==> config.mk <==
export PLATFORM = sky130hd
export DESIGN_NAME = wbrr_arbiter
export DESIGN_NICKNAME = d
export VERILOG_FILES = /design/src/rtl/wbrr_arbiter.sv
export SDC_FILE = /design/constraint.sdc
export NUM_CORES = 1
export LEC_CHECK = 0
export BUFFER_PORTS_ARGS = -buffer_cell sky130_fd_sc_hd__buf_2
export CAP_MARGIN = 0
export CORE_AREA = 2 2 123 125
export CTS_BUF_LIST = sky130_fd_sc_hd__clkbuf_4
export CTS_CLUSTER_DIAMETER = 30
export DETAILED_ROUTE_END_ITERATION = 12
export DIE_AREA = 0 0 125 127
export PLACE_DENSITY = 0.51
export SLEW_MARGIN = 20
export SYNTH_ARGS = -nofsm -noshare
export SYNTH_HDL_FRONTEND = slang
export SYNTH_SLANG_ARGS = --single-unit
==> constraint.sdc <==
create_clock -name i_wb_clk -period 7.2 [get_ports i_wb_clk]
set_clock_uncertainty 0.1 [all_clocks]
set_input_delay 1.08 -clock i_wb_clk [delete_from_list [all_inputs] [get_ports i_wb_clk]]
set_output_delay 1.08 -clock i_wb_clk [all_outputs]
set_load 0.01 [all_outputs]
==> src/rtl/wbrr_arbiter.sv <==
// wbrr_arbiter
// Two-master, one-slave pipelined Wishbone arbiter. Ownership is granted
// round-robin at bus-cycle boundaries. ACK/ERR go back to the owning master
// only. The arbiter counts outstanding requests and aborts a hung cycle with
// an ERR to the owner once TIMEOUT cycles pass with no response.
//
// Ports
//   i_wb_clk, i_reset_n         clock, asynchronous active-low reset
//   i_a_* / o_a_*               master A request in / response out
//   i_b_* / o_b_*               master B request in / response out
//   o_cyc ... o_sel             forwarded request to the slave
//   i_stall, i_ack, i_err,
//   i_data                      slave responses
//
// Parameters
//   AW, DW   address and data widths; the select width is DW/8
//   LGOUT    outstanding-counter width; at most 2^LGOUT-1 requests in flight
//   TIMEOUT  response-free cycles tolerated before an abort (must be >= 2)
module wbrr_arbiter #(
    parameter int AW      = 32,
    parameter int DW      = 32,
    parameter int LGOUT   = 4,
    parameter int TIMEOUT = 1024
) (
    input  logic            i_wb_clk,
    input  logic            i_reset_n,
    input  logic            i_a_cyc,
    input  logic            i_a_stb,
    input  logic            i_a_we,
    input  logic [AW-1:0]   i_a_addr,
    input  logic [DW-1:0]   i_a_data,
    input  logic [DW/8-1:0] i_a_sel,
    output logic            o_a_stall,
    output logic            o_a_ack,
    output logic            o_a_err,
    output logic [DW-1:0]   o_a_data,
    input  logic            i_b_cyc,
    input  logic            i_b_stb,
    input  logic            i_b_we,
    input  logic [AW-1:0]   i_b_addr,
    input  logic [DW-1:0]   i_b_data,
    input  logic [DW/8-1:0] i_b_sel,
    output logic            o_b_stall,
    output logic            o_b_ack,
    output logic            o_b_err,
    output logic [DW-1:0]   o_b_data,
    output logic            o_cyc,
    output logic            o_stb,
    output logic            o_we,
    output logic [AW-1:0]   o_addr,
    output logic [DW-1:0]   o_data,
    output logic [DW/8-1:0] o_sel,
    input  logic            i_stall,
    input  logic            i_ack,
    input  logic            i_err,
    input  logic [DW-1:0]   i_data
);

    localparam int TW = $clog2(TIMEOUT);
    localparam logic [TW-1:0]    TIMER_LAST = TW'(TIMEOUT - 1);
    localparam logic [LGOUT-1:0] OUT_MAX    = '1;

    typedef enum logic [1:0] {
        IDLE  = 2'd0,
        OWN_A = 2'd1,
        OWN_B = 2'd2,
        ABORT = 2'd3
    } state_t;

    state_t           state;
    state_t           state_nx;
    logic             last_b;       // most recent grant went to B
    logic [LGOUT-1:0] outstanding;
    logic [TW-1:0]    timer;

    logic req_a, req_b;
    logic own, own_cyc, own_stb;
    logic full, resp, retire, issue, timeout;

    assign req_a   = i_a_cyc && i_a_stb;
    assign req_b   = i_b_cyc && i_b_stb;
    assign own     = (state == OWN_A) || (state == OWN_B);

    // last_b names the current owner in OWN_x, and the aborted owner in ABORT.
    assign own_cyc = last_b ? i_b_cyc : i_a_cyc;
    assign own_stb = last_b ? i_b_stb : i_a_stb;

    assign full    = (outstanding == OUT_MAX);
    assign resp    = i_ack || i_err;
    assign retire  = resp && (outstanding != '0);   // a response at zero is ignored
    assign issue   = own && own_stb && !full && !i_stall;

    // A response in the final cycle counts as an answer, so no abort then.
    assign timeout = own && own_cyc && !resp && (outstanding != '0) &&
                     (timer == TIMER_LAST);

    // State register.
    // NOTE: clocked state uses non-blocking assignments so every register
    // samples pre-edge values, independent of block evaluation order.
    always_ff @(posedge i_wb_clk or negedge i_reset_n) begin
        if (!i_reset_n) begin
            state  <= IDLE;
            last_b <= 1'b1;                 // A wins the first tie
        end else begin
            state <= state_nx;
            if (state_nx == OWN_A)      last_b <= 1'b0;
            else if (state_nx == OWN_B) last_b <= 1'b1;
        end
    end

    // Next-state logic.
    // NOTE: every combinational output gets a default first, so no path
    // through the block leaves it unassigned and infers a latch.
    always_comb begin
        state_nx = state;
        case (state)
            IDLE: begin
                if (req_a && (!req_b || last_b)) state_nx = OWN_A;
                else if (req_b)                  state_nx = OWN_B;
            end
            OWN_A, OWN_B: begin
                if (!own_cyc)     state_nx = IDLE;
                else if (timeout) state_nx = ABORT;
            end
            ABORT: begin
                if (!own_cyc) state_nx = IDLE;
            end
            default: state_nx = IDLE;
        endcase
    end

    // Outstanding-request counter and response timer. Both are cleared on
    // release or abort and held at zero outside ownership.
    always_ff @(posedge i_wb_clk or negedge i_reset_n) begin
        if (!i_reset_n) begin
            outstanding <= '0;
            timer       <= '0;
        end else if (!own || !own_cyc || timeout) begin
            outstanding <= '0;
            timer       <= '0;
        end else begin
            if (issue && !retire)      outstanding <= outstanding + LGOUT'(1);
            else if (!issue && retire) outstanding <= outstanding - LGOUT'(1);
            timer <= ((outstanding == '0) || resp) ? '0 : timer + TW'(1);
        end
    end

    // Slave-side request mux; only meaningful while o_stb is high.
    assign o_we     = last_b ? i_b_we   : i_a_we;
    assign o_addr   = last_b ? i_b_addr : i_a_addr;
    assign o_data   = last_b ? i_b_data : i_a_data;
    assign o_sel    = last_b ? i_b_sel  : i_a_sel;
    assign o_a_data = i_data;
    assign o_b_data = i_data;

    // Output logic. IDLE and ABORT keep the bus idle and both masters stalled.
    always_comb begin
        o_cyc     = 1'b0;
        o_stb     = 1'b0;
        o_a_stall = 1'b1;
        o_b_stall = 1'b1;
        o_a_ack   = 1'b0;
        o_a_err   = 1'b0;
        o_b_ack   = 1'b0;
        o_b_err   = 1'b0;
        case (state)
            OWN_A: begin
                o_cyc     = i_a_cyc;
                o_stb     = i_a_stb && !full;
                o_a_stall = i_stall || full;
                o_a_ack   = i_ack;
                o_a_err   = i_err || timeout;
            end
            OWN_B: begin
                o_cyc     = i_b_cyc;
                o_stb     = i_b_stb && !full;
                o_b_stall = i_stall || full;
                o_b_ack   = i_ack;
                o_b_err   = i_err || timeout;
            end
            default: ;
        endcase
    end

endmodule
==> impl.org, run 1 <==
** Outcome
- The flow ran to the end, and the final reports show no timing, DRC or antenna violations.

** Timing
- Final hold violation count :: 0
- Of the available clock period, the critical path in the final layout requires around 57%.
- The number of max-slew violations in the final report was 0.
- Unrepaired setup endpoints after global routing :: false
- Setup TNS after final layout :: 0 ns
- Slew at the pin closest to its max-slew limit :: 0.689 ns
- Final period demand of the worst path :: roughly 4.1 ns
- Setup violators final :: 0
- Rel. slew slack :: a little over half
- Based on the critical path, the design can be clocked at up to around 240 MHz.

** Final layout
- Fill cell count :: about 1600
- Across the whole layout, storage elements account for 427 um2.
- In the final layout, the multi-input gates occupy 1520 um2.
- Final Net Count :: ~610
- The repair_antennas step left the layout with diodes totalling 0.
- Final cell count without fillers :: 601
- Final core occ :: a little under a quarter
- Layout Area Growth over Synthesis :: 33.7%
- Fraction of layout instances using a drive strength above 1 :: 74.1%
- The finished cells cover between 3000 and 4000 um2.

** Die
- Die Y-Extent :: roughly 130 um
- Area inside the core boundary :: between 10000 and 15000 um2
- 320 I/O pins were placed.
- For this configuration, the core starts out at a cell density of roughly 17%.
- The die covers roughly 16000 um2.
- Std-Cell Rows :: 44
- The die is about 130 um wide.

** Power
- Across the VDD grid, the largest voltage drop is 0.0929 mV.
- Pwr/cell area :: roughly 260 nW/um2
- Overall power consumption after layout is estimated at about 870 uW.
- Static Leak :: about 0.0017 uW

** Placement
- Port Buffer Count :: 223
- Once placement finished, the instance area stood at approximately 3300 um2.
- The congestion estimate from routability-driven global placement came to about 0.85.
- Summed over all nets, the half-perimeter wirelength after detailed placement is 9780 um.
- The number of placed instances, taps included, is just under 600.

** Routing
- DRC violation total after the first TritonRoute iteration :: 67
- Average wire per standard cell :: about 18 um
- After detailed routing, the number of remaining DRC violations is 0.
- Post-route ant nets :: 0
- Total via count after detailed routing :: 2476
- The routed design has about 11000 um of wire.
- Via density per instance :: ~4
- Drt pass-1 iters :: 4

** GRT
- The first global-routing pass estimated around 15000 um of wire.
- The number of antenna violations at the first check in global routing is 0.
- Overall fraction of global-route tracks in use :: 12.8%
- Global routing finished with a remaining overflow of 0.
- Vias in the first global route :: about 2600
- Entering global routing, the biggest net connects 45 pins.

** Clock tree
- After clock tree synthesis, the clock-pin slew on the worst setup and hold paths is 0.10 ns.
- At the later pin of the worst-skew pair, clock insertion delay measures roughly 0.29 ns.
- Cts-stage hold buffer count :: 0
- Clock tree synthesis found a total of 17 sinks.
- Deepest level of the CTS H-tree :: 1
- CTS Root Buffer Type :: sky130_fd_sc_hd__clkbuf_4
- Buffer depth of the longest clock path :: 2
- TritonCTS built the clock tree.
- Cts bufs inserted :: 3
- Count of cells resized by post-cts repair :: 0
- In this run the post-CTS setup repair buffer count came out at 0.

** Synth
- A synthesized cell averages between 9 and 10 um2.
- Ys flop type :: sky130_fd_sc_hd__dfrtp_1
- After synthesis, flip-flops and latches occupy approximately 17% of the total area.
- Syn Inst Count :: approximately 260
- Flops & latches, synth :: 17
- Synthesized netlist net count :: about 450
- Number of synthesized flops with an enable pin :: 0
- Cell area after technology mapping :: between 2000 and 3000 um2
- Counting flops with an async set or reset pin after synthesis yields a share of 100%.
- In this run, distinct cell masters in the synthesized netlist total 46.
- During synthesis, Yosys emitted a total of 0 warnings.

** Job
- Max-capacitance violation count :: 0

** Critical path
- Required time at the worst-slack endpoint :: ~6 ns
- The worst setup path is of the reg2out kind.
- Worst path arrival time :: approximately 2.9 ns
- Of all nets on the critical path, the largest fanout is 44.
- Critical path capture point type :: primary output
- STA classifies the critical path startpoint as a register.

** Min path
- In this run the worst hold path is classified as reg2reg.
==> synth_stat cells, types with 2 or more instances <==
library cell | number | area, um2
sky130_fd_sc_hd__o21a_1 | 4 | 30.0
sky130_fd_sc_hd__dfrtp_1 | 16 | 400
sky130_fd_sc_hd__buf_6 | 2 | 22.5
sky130_fd_sc_hd__nand4_1 | 2 | 12.5
sky130_fd_sc_hd__xnor2_1 | 2 | 17.5
sky130_fd_sc_hd__nor2b_1 | 2 | 12.5
sky130_fd_sc_hd__nand2_1 | 8 | 30.0
sky130_fd_sc_hd__mux2_2 | 70 | 788
sky130_fd_sc_hd__o211ai_1 | 3 | 22.5
sky130_fd_sc_hd__nor3_1 | 4 | 20.0
sky130_fd_sc_hd__nand3_1 | 5 | 25.0
sky130_fd_sc_hd__o21ai_0 | 4 | 20.0
sky130_fd_sc_hd__mux2i_1 | 3 | 30.0
sky130_fd_sc_hd__ha_1 | 8 | 100
sky130_fd_sc_hd__inv_1 | 8 | 30.0
sky130_fd_sc_hd__clkbuf_1 | 7 | 26.3
sky130_fd_sc_hd__xor2_1 | 7 | 61.3
sky130_fd_sc_hd__and2_1 | 4 | 25.0
sky130_fd_sc_hd__nor2_1 | 12 | 45.0
sky130_fd_sc_hd__a21oi_1 | 2 | 10.0
sky130_fd_sc_hd__buf_4 | 64 | 480
sky130_fd_sc_hd__nor3b_1 | 2 | 15.0
==> per-stage QoR <==
stage          worst slack (ns)  hold slack, ns
2_1_floorplan              4.08           0.324
3_3_place_gp               3.52           0.337
6_report                   3.11           0.360
5_1_grt                    2.94           0.404
4_1_cts                    3.08           0.360
3_5_place_dp               3.44           0.345
==> cell families after synthesis <==
group	after synthesis	share of synthesized area (%)
compound gates	23	7.82
xor+xnor	9	3.14
fa+ha+maj	9	4.78
buf+inv	83	22.6
flops	17	17.0
mux	75	33.7
simple gates	47	11.0
==> cells in the final DEF, fill, tap and decap left out, types with 3 or more instances in the layout <==
| cell type | count |
|---|---|
| sky130_fd_sc_hd__buf_2 | 223 |
| sky130_fd_sc_hd__mux2_2 | 70 |
| sky130_fd_sc_hd__dfrtp_1 | 16 |
| sky130_fd_sc_hd__nor2_1 | 12 |
| sky130_fd_sc_hd__inv_1 | 8 |
| sky130_fd_sc_hd__nand2_1 | 8 |
| sky130_fd_sc_hd__ha_1 | 8 |
| sky130_fd_sc_hd__xor2_1 | 7 |
| sky130_fd_sc_hd__nand3_1 | 5 |
| sky130_fd_sc_hd__o21ai_0 | 4 |
| sky130_fd_sc_hd__and2_1 | 4 |
| sky130_fd_sc_hd__o21a_1 | 4 |
| sky130_fd_sc_hd__nor3_1 | 4 |
| sky130_fd_sc_hd__mux2i_1 | 3 |
| sky130_fd_sc_hd__o211ai_1 | 3 |
| sky130_fd_sc_hd__clkbuf_4 | 3 |
==> worst paths after layout <==
kind                                         start                          to  slack [ns]  cells past startpoint
worst max register to register  last_b$_DFFE_PN1P_  outstanding[3]$_DFFE_PN0P_        3.77                      8
min in group asynchronous                i_reset_n          timer[9]$_DFF_PN0_        0.59                      1
worst max-delay path            last_b$_DFFE_PN1P_                     o_b_err        3.11                      6
max in group asynchronous                i_reset_n          last_b$_DFFE_PN1P_        6.11                      1
worst min-delay path            timer[0]$_DFF_PN0_          timer[0]$_DFF_PN0_        0.36                      1
worst min register to register  timer[0]$_DFF_PN0_          timer[0]$_DFF_PN0_        0.36                      1
==> power breakdown <==
group / internal [uW] / switching, uW
Sequential: 113 / 47.9
Clock: 20.7 / 29.7
Combinational: 326 / 331
==> flip-flops by register name, summed over array words and instances (netlist names) <==
signal       flops
last_b           1
state            2
outstanding      4
timer           10
==> final cells by class <==
cell class	count	share of cell area (%)
Inverter	9	1.01
Multi-Input combinational cell	163	45.2
Clock buffer	3	0.670
Tap cell	184	6.85
Sequential cell	17	12.7
Timing Repair Buffer	224	33.4
Clock inverter	1	0.149
==> layer usage <==
metal	share of wire [%]	up-vias	wire, um	GRT usage, %
met4	0.35	0	38	1.05
li1	-	1163	-	-
met3	9.7	4	1070	4.90
met2	45	150	4990	19.9
met1	45	1159	4920	17.7
met5	0	-	0	0
==> critical path: stages (launching register included) <==
cell                       delay (ns)
sky130_fd_sc_hd__dfstp_2         0.98
sky130_fd_sc_hd__buf_4           0.58
sky130_fd_sc_hd__mux2i_1         0.39
sky130_fd_sc_hd__nand4b_4        0.23
sky130_fd_sc_hd__nor2_2          0.08
sky130_fd_sc_hd__o21a_1          0.18
sky130_fd_sc_hd__buf_2           0.13
Note: power is estimated with default switching activity, not from simulation.
==> inputs of run 2 (changes only) <==
--- a/config.mk
+++ b/config.mk
@@ -7,12 +7,12 @@
 export LEC_CHECK = 0
 export BUFFER_PORTS_ARGS = -buffer_cell sky130_fd_sc_hd__buf_2
 export CAP_MARGIN = 0
-export CORE_AREA = 2 2 123 125
+export CORE_AREA = 2 2 124 126
 export CTS_BUF_LIST = sky130_fd_sc_hd__clkbuf_4
 export CTS_CLUSTER_DIAMETER = 30
 export DETAILED_ROUTE_END_ITERATION = 12
-export DIE_AREA = 0 0 125 127
-export PLACE_DENSITY = 0.51
+export DIE_AREA = 0 0 126 128
+export PLACE_DENSITY = 0.5
 export SLEW_MARGIN = 20
 export SYNTH_ARGS = -nofsm -noshare
 export SYNTH_HDL_FRONTEND = slang
==> constraint.sdc (replaced) <==
create_clock -name i_wb_clk -period 3.9 [get_ports i_wb_clk]
set_clock_uncertainty 0.1 [all_clocks]
set_input_delay 0.585 -clock i_wb_clk [delete_from_list [all_inputs] [get_ports i_wb_clk]]
set_output_delay 0.585 -clock i_wb_clk [all_outputs]
set_load 0.01 [all_outputs]
==> run 2 against run 1 <==
  * Clock power up 85%
  * Via count down 1.1%
  * Worst setup slack worse by 2.1 ns
  * Register-to-register slack worse by 2.4 ns
  * Global-route usage down 1.3 points
  * Final cell count up 0.83%
  * Flip-flop and latch count unchanged
  * Critical path depth down 3
  * Sequential power up 61%
  * Utilization down 0.64 points
  * First-iteration DRC count up 28%
  * Combinational power up 90%
  * Largest power group unchanged
==> impl.org, run 2 (synthesis results as in run 1) <==
** Routing
- After detailed routing, the number of vias per cell comes to 4.04.
- Total length of routed wires :: slightly above 10000 um
- Post-route ant nets :: 0
- Before antenna repair, the detailed router went through 4 iterations.
- In the final routed layout, each cell accounts on average for about 17 um.
- In the routed design, unresolved DRC markers number 0.
- Total via count after detailed routing :: roughly 2400
- After the first detailed-routing iteration, the DRC count stood at 86.

** Clock tree
- Clock tree synthesis selected as its root buffer the cell sky130_fd_sc_hd__clkbuf_4.
- For the worst-skew pair, the clock arrives at the later sink with an insertion delay of ~0.29 ns.
- Deepest level of the CTS H-tree :: 1
- Cts-stage hold buffer count :: 0
- Clock tree synthesis inserted a total of 3 buffers.
- Postcts setup bufs :: 0
- Post-CTS repair changed the size of 0 cells.
- TritonCTS built the clock tree.
- Sinks on the clock net :: 17
- Clock-pin slew was measured on the worst setup and hold paths at roughly 0.10 ns.
- No sink is reached through more buffers than the 2 on the longest clock path.

** Timing
- Final number of max-transition violations :: 0
- Setup violators final :: 0
- After layout, the worst path uses between 70% and 80% of the clock period.
- Rel. slew slack :: between 40% and 50%
- Unrepaired setup endpoints after global routing :: false
- Final period demand of the worst path :: 2.90 ns
- Setup TNS after final layout :: 0 ns
- For the pin with the worst max-slew slack, the measured transition is around 0.86 ns.
- The final count of hold timing violations is 0.
- For this run, the top clock speed supported by timing is around 340 MHz.

** Critical path
- STA classifies the critical path endpoint as a primary output.
- Required time at the worst-slack endpoint :: 3.21 ns
- STA puts the critical path data arrival time at approximately 2.2 ns.
- Measured in cells, the most critical reg-to-reg path has a length of 8.
- The endpoint identified for the worst register-to-register timing path is outstanding[3]$_DFFE_PN0P_.
- Type of element launching the critical path :: register
- The critical path is of the reg2out type.
- The startpoint identified for the worst register-to-register timing path is state[0]$_DFF_PN0_.
- Of all nets on the critical path, the largest fanout is about 70.
- Setup slack on the worst reg-to-reg path comes out at between 1 and 1.5 ns.

** GRT
- After global routing the overflow that remains totals 0.
- In the global route stage, overall resource usage came out at a little under an eighth.
- Vias in the first global route :: about 2400
- Entering global routing, the biggest net connects between 70 and 80 pins.
- Wire length of the first global-routing pass :: 14000 um
- The number of antenna violations at the first check in global routing came to 1.

** Final layout
- Layout Area Growth over Synthesis :: 34.0%
- Final core occ :: between 20 and 25%
- Registers with the most flip-flops :: timer x10, outstanding x4, state x2
- The register with the most flip-flops in the layout has 10 of them.
- Final Net Count :: roughly 610
- The library cell used most frequently in the layout, excluding fill and tap cells, is sky130_fd_sc_hd__buf_2.
- Fill cell count :: approximately 1700
- Fraction of layout instances using a drive strength above 1 :: 74.1%
- Most frequent cells in the layout :: sky130_fd_sc_hd__buf_2 (223), sky130_fd_sc_hd__mux2_2 (70), sky130_fd_sc_hd__dfrtp_1 (16)
- Sequential cell area :: ~430 um2
- Summing all multi-input logic gate instances after layout gives 1520 um2.
- Largest reg by FF count :: timer

** Outcome
- The run finished with clean final reports.

** Die
- During I/O placement, the number of pins put on the boundary was 320.
- The floorplan step defined a die boundary enclosing approximately 16000 um2.
- Initial core utilization :: between 10% and 20%
- In this run the standard cell core region covers 14900 um2.
- Horizontal extent of the die :: 126 um
- Std-Cell Rows :: between 40 and 50
- Die Y-Extent :: around 130 um

** Placement
- Final HPWL from detailed placement :: between 9000 and 10000 um
- Port Buffer Count :: approximately 220
- Final RePlAce weighted congestion :: between 0.7 and 0.8

** Min path
- Tightest Hold Check Type :: in2async

** Power
- Power spread over the standard cell area amounts to 475 nW/um2.
- Static Leak :: about 0.0017 uW
- Max VDD drop :: roughly 0.21 mV

** Job
- Max-capacitance violation count :: 0
## run 2: changes by cell type in the layout (fill, tap and decap cells not counted)
cell,before,now
sky130_fd_sc_hd__diode_2,0,1
## run 2: area by class of cell
cell class	instances	area share, %
multi-input cells	163	45.1
repair buffers	224	33.4
flip-flops and latches	17	12.7
well taps	188	6.98
inverters	9	1.00
clock buffers	3	0.669
clock inverters	1	0.149
diodes	1	0.0743
## run 2: worst max-delay path by stage
stage                                  start                          to  slack (ns)  depth (start not counted)
after detailed placement               i_ack  outstanding[3]$_DFFE_PN0P_        1.20                          8
final                     last_b$_DFFE_PN1P_                  o_addr[15]        1.00                          3
after floorplan                        i_ack  outstanding[3]$_DFFE_PN0P_        1.50                          7
after CTS                 last_b$_DFFE_PN1P_                  o_addr[14]        0.96                          3
after global placement                 i_ack  outstanding[3]$_DFFE_PN0P_        1.26                          8
after global routing      last_b$_DFFE_PN1P_                  o_addr[15]        0.85                          3
## run 2: through the flow
step	power, uW	cell area, um2	setup WS (ns)	hold WS, ns	instances
after floorplan	1160	2510	1.50	0.189	263
after global placement	1510	3340	1.26	0.338	601
after detailed placement	1520	3340	1.20	0.353	601
after CTS	1630	3370	0.961	0.105	605
after global routing	1730	3370	0.848	0.104	605
final	1600	3370	1.00	0.104	606
## run 2: critical path, cell delays in order, from the launching register on
cell	delay, ns
sky130_fd_sc_hd__dfstp_2	0.57
sky130_fd_sc_hd__buf_4	0.64
sky130_fd_sc_hd__mux2_2	0.49
sky130_fd_sc_hd__buf_2	0.17
## run 2: report_power, final
| group | switching, uW | internal [uW] |
|---|---|---|
| combinational | 643 | 603 |
| clock | 55.2 | 38.1 |
| sequential | 52.6 | 207 |
## run 2: per-layer routing
metal	vias up	GRT usage (%)	wire [um]
li1	1169	-	-
met1	1127	16.9	4750
met2	145	15.9	4200
met3	8	4.84	1030
met4	0	2.07	159
met5	-	0	0
==> inputs of run 3 (changes only) <==
==> constraint.sdc (replaced) <==
create_clock -name i_wb_clk -period 2.7 [get_ports i_wb_clk]
set_clock_uncertainty 0.1 [all_clocks]
set_input_delay 0.405 -clock i_wb_clk [delete_from_list [all_inputs] [get_ports i_wb_clk]]
set_output_delay 0.405 -clock i_wb_clk [all_outputs]
set_load 0.01 [all_outputs]
==> run 3 against run 2 <==
  * Count of clock-buffer cells in the layout up 1
  * Power increased by 48%
  * Non-clock buffer count rose by 3
  * Via count grew 1.5%
  * Utilization up 0.27 points
  * Highest routed layer is now met5
  * Flip-flop and latch count did not move
  * Die area unchanged
  * Clock power is 56% higher
==> impl.org, run 3 (synthesis results as in run 1) <==
** Outcome
- The run finished with clean final reports.

** Final layout
- Final core occ :: 22.9%
- Largest reg by FF count :: timer
- The library cell used most frequently in the layout, excluding fill and tap cells, is sky130_fd_sc_hd__buf_2.
- The net count of the finished layout is between 600 and 700.
- Largest register FFs :: 10
- Final cell count without fillers :: just over 600
- Fraction of layout instances using a drive strength above 1 :: ~74%
- Most frequent cells in the layout :: sky130_fd_sc_hd__buf_2 (223), sky130_fd_sc_hd__mux2_2 (70), sky130_fd_sc_hd__dfrtp_1 (16)
- Layout Area Growth over Synthesis :: 35.6%
- The finished cells cover 3410 um2.
- Registers with the most flip-flops :: timer x10, outstanding x4, state x2

** Routing
- The first detailed-routing pass took 4 iterations.
- Post-route ant nets :: 0
- Total length of routed wires :: 10300 um
- Dividing the detail-routed wire length by the instance count gives roughly 17 um.
- In the routed layout, each cell is associated on average with a via count of ~4.1.
- For this run, design rule violations remaining after detail routing come to 0.
- The final route contains roughly 2500 vias.
- DRC violation total after the first TritonRoute iteration :: 81

** Placement
- Final RePlAce weighted congestion :: ~0.78
- Final HPWL from detailed placement :: 9150 um
- The number of placed instances, taps included, is 603.
- Port Buffer Count :: 223
- Placement-stage cell area :: around 3400 um2

** Timing
- Hold timing on the final database bottoms out at a slack of approximately 0.36 ns.
- Slew at the pin closest to its max-slew limit :: ~0.43 ns
- Headroom to the max-slew limit came out at 70.7%.
- The final count of hold timing violations came to 0.
- Final period demand of the worst path :: 2.47 ns
- Adding up every negative setup slack in the final design gives 0 ns.
- Setup violators final :: 0
- After layout, the worst path uses between 90% and 100% of the clock period.
- Based on the critical path, the design can be clocked at up to 405 MHz.
- Unrepaired setup endpoints after global routing :: false
- Final number of max-transition violations :: 0

** GRT
- Global routing used a little under an eighth of the available tracks.
- Global-route congestion overflow total :: 0
- The number of global-route vias before repair is between 2000 and 2500.
- Entering global routing, the biggest net connects 71 pins.
- The number of antenna violations at the first check in global routing came to 2.
- The first global-routing pass estimated around 14000 um of wire.

** Critical path
- The critical path is of the reg2reg type.
- STA puts the critical path data required time at 2.82 ns.
- For the worst flop-to-flop path, the logic depth is 7.
- Worst path max stage delay :: about 0.50 ns
- The worst register-to-register path begins at outstanding[1]$_DFFE_PN0P_.
- Across all register-to-register paths, the minimum setup slack is ~0.23 ns.
- The worst setup path is captured at a register.
- The endpoint identified for the worst register-to-register timing path is outstanding[3]$_DFFE_PN0P_.
- For the worst setup path, the data arrival time is about 2.6 ns.
- CP Cell Sequence :: nor4_4 > o2111ai_2 > ha_1 > a21o_1 > a21oi_1 > mux2i_2 > mux2i_1
- Type of element launching the critical path :: register
- Of all nets on the critical path, the largest fanout is 7.
- CP max stage cell :: sky130_fd_sc_hd__dfrtp_1
- Count of buffer and inverter cells on the critical path :: 0
- Cell family contributing the most delay on the critical path :: compound AO/OA/AOI/OAI gates

** Clock tree
- Counting every sink on the clock net gives 17.
- Buffer depth of the longest clock path :: 2
- Postcts setup bufs :: 0
- Deepest level of the CTS H-tree :: 1
- CTS tree :: built
- Clock-pin slew was measured on the worst setup and hold paths at 0.10 ns.
- Cts bufs inserted :: 3
- In this run the clock root is driven by a sky130_fd_sc_hd__clkbuf_4.
- At the later pin of the worst-skew pair, clock insertion delay measures about 0.29 ns.

** Die
- The initial utilization of the core area, before any placement, comes to around 17%.
- During I/O placement, the number of pins put on the boundary was 320.
- Horizontal extent of the die :: between 100 and 150 um
- Total Die Area :: between 15000 and 20000 um2
- Die Y-Extent :: 128 um
- The floorplan has 45 rows.
- Area inside the core boundary :: between 10000 and 15000 um2

** Power
- In this run switching power makes up between 40% and 50% of total power.
- Max VDD drop :: ~0.26 mV
- Pwr/cell area :: 695 nW/um2
- The clock network is responsible for between 6 and 7% of the overall power.
- For this design the static power due to leakage is around 0.0017 uW.
- Share of total power in combinational logic :: about four fifths
- Seq pwr share :: around 16%
- Summed over all nets, the switching power comes to about 1100 uW.
- Cell internal power was estimated by the tool at between 1000 and 1500 uW.

** Min path
- The startpoint identified for the worst hold timing path is timer[0]$_DFF_PN0_.
- The worst hold path terminates at timer[0]$_DFF_PN0_.
- In this run the worst hold path is classified as reg2reg.
- Number of cells traversed by the worst hold path :: 1

** Job
- Max-capacitance violation count :: 0
==> run 3: cell types whose count changed in the layout (fill, tap and decap cells not counted), sizes merged <==
cell	previous run	this run
clkbuf	3	4
buf	224	226
dlygate4sd3	0	1
clkinv	1	0
==> run 3: through the flow <==
stage | setup WS (ns) | total power (uW)
4_1_cts | 0.212 | 2410
2_1_floorplan | 0.370 | 1680
3_3_place_gp | 0.289 | 2220
5_1_grt | 0.0896 | 2560
3_5_place_dp | 0.258 | 2240
6_report | 0.232 | 2370
==> run 3: per-layer routing <==
layer  routed length [um]  up-vias  global-route usage (%)  share of wire (%)
met5                   16        -                       0               0.16
met4                   21        2                   0.970               0.20
met3                 1020        4                    4.51                9.8
met2                 4410      158                    16.5                 43
met1                 4850     1146                    17.3                 47
li1                     -     1176                       -                  -
==> run 3: power by group through the flow <==
stage	registers [uW]	logic, uW	clock network (uW)
floorplan	348	1330	0
global placement	375	1850	0
detailed placement	378	1860	0
CTS	373	1880	157
global route	382	2000	173
finish	373	1850	146
==> run 3: worst max-delay path by stage <==
stage,startpoint,cells after the start,end
floorplan,state[1]$_DFF_PN0_,8,outstanding[3]$_DFFE_PN0P_
global placement,outstanding[1]$_DFFE_PN0P_,7,outstanding[3]$_DFFE_PN0P_
detailed placement,outstanding[1]$_DFFE_PN0P_,7,outstanding[3]$_DFFE_PN0P_
CTS,outstanding[1]$_DFFE_PN0P_,7,outstanding[3]$_DFFE_PN0P_
global route,outstanding[0]$_DFFE_PN0P_,7,outstanding[3]$_DFFE_PN0P_
finish,outstanding[1]$_DFFE_PN0P_,7,outstanding[3]$_DFFE_PN0P_
==> run 3: worst reg2reg max path: stages, from the launching register on <==
cell	delay (ns)
sky130_fd_sc_hd__dfrtp_1	0.50
sky130_fd_sc_hd__nor4_4	0.42
sky130_fd_sc_hd__o2111ai_2	0.24
sky130_fd_sc_hd__ha_1	0.33
sky130_fd_sc_hd__a21o_1	0.18
sky130_fd_sc_hd__a21oi_1	0.19
sky130_fd_sc_hd__mux2i_2	0.24
sky130_fd_sc_hd__mux2i_1	0.20
==> run 3: layout make-up <==
class	instances	area (um2)
multi-input combinational	163	1520
tap	188	235
sequential	17	427
fill	1656	11500
timing repair buffer	227	1160
inverter	9	33.8
antenna	1	2.50
clock buffer	4	30.0
==> run 3: what timing repair did <==
action                    4_1_cts  5_1_grt
hold endpoints to repair       16        0
hold buffers                    1        0
resized for setup               0        0
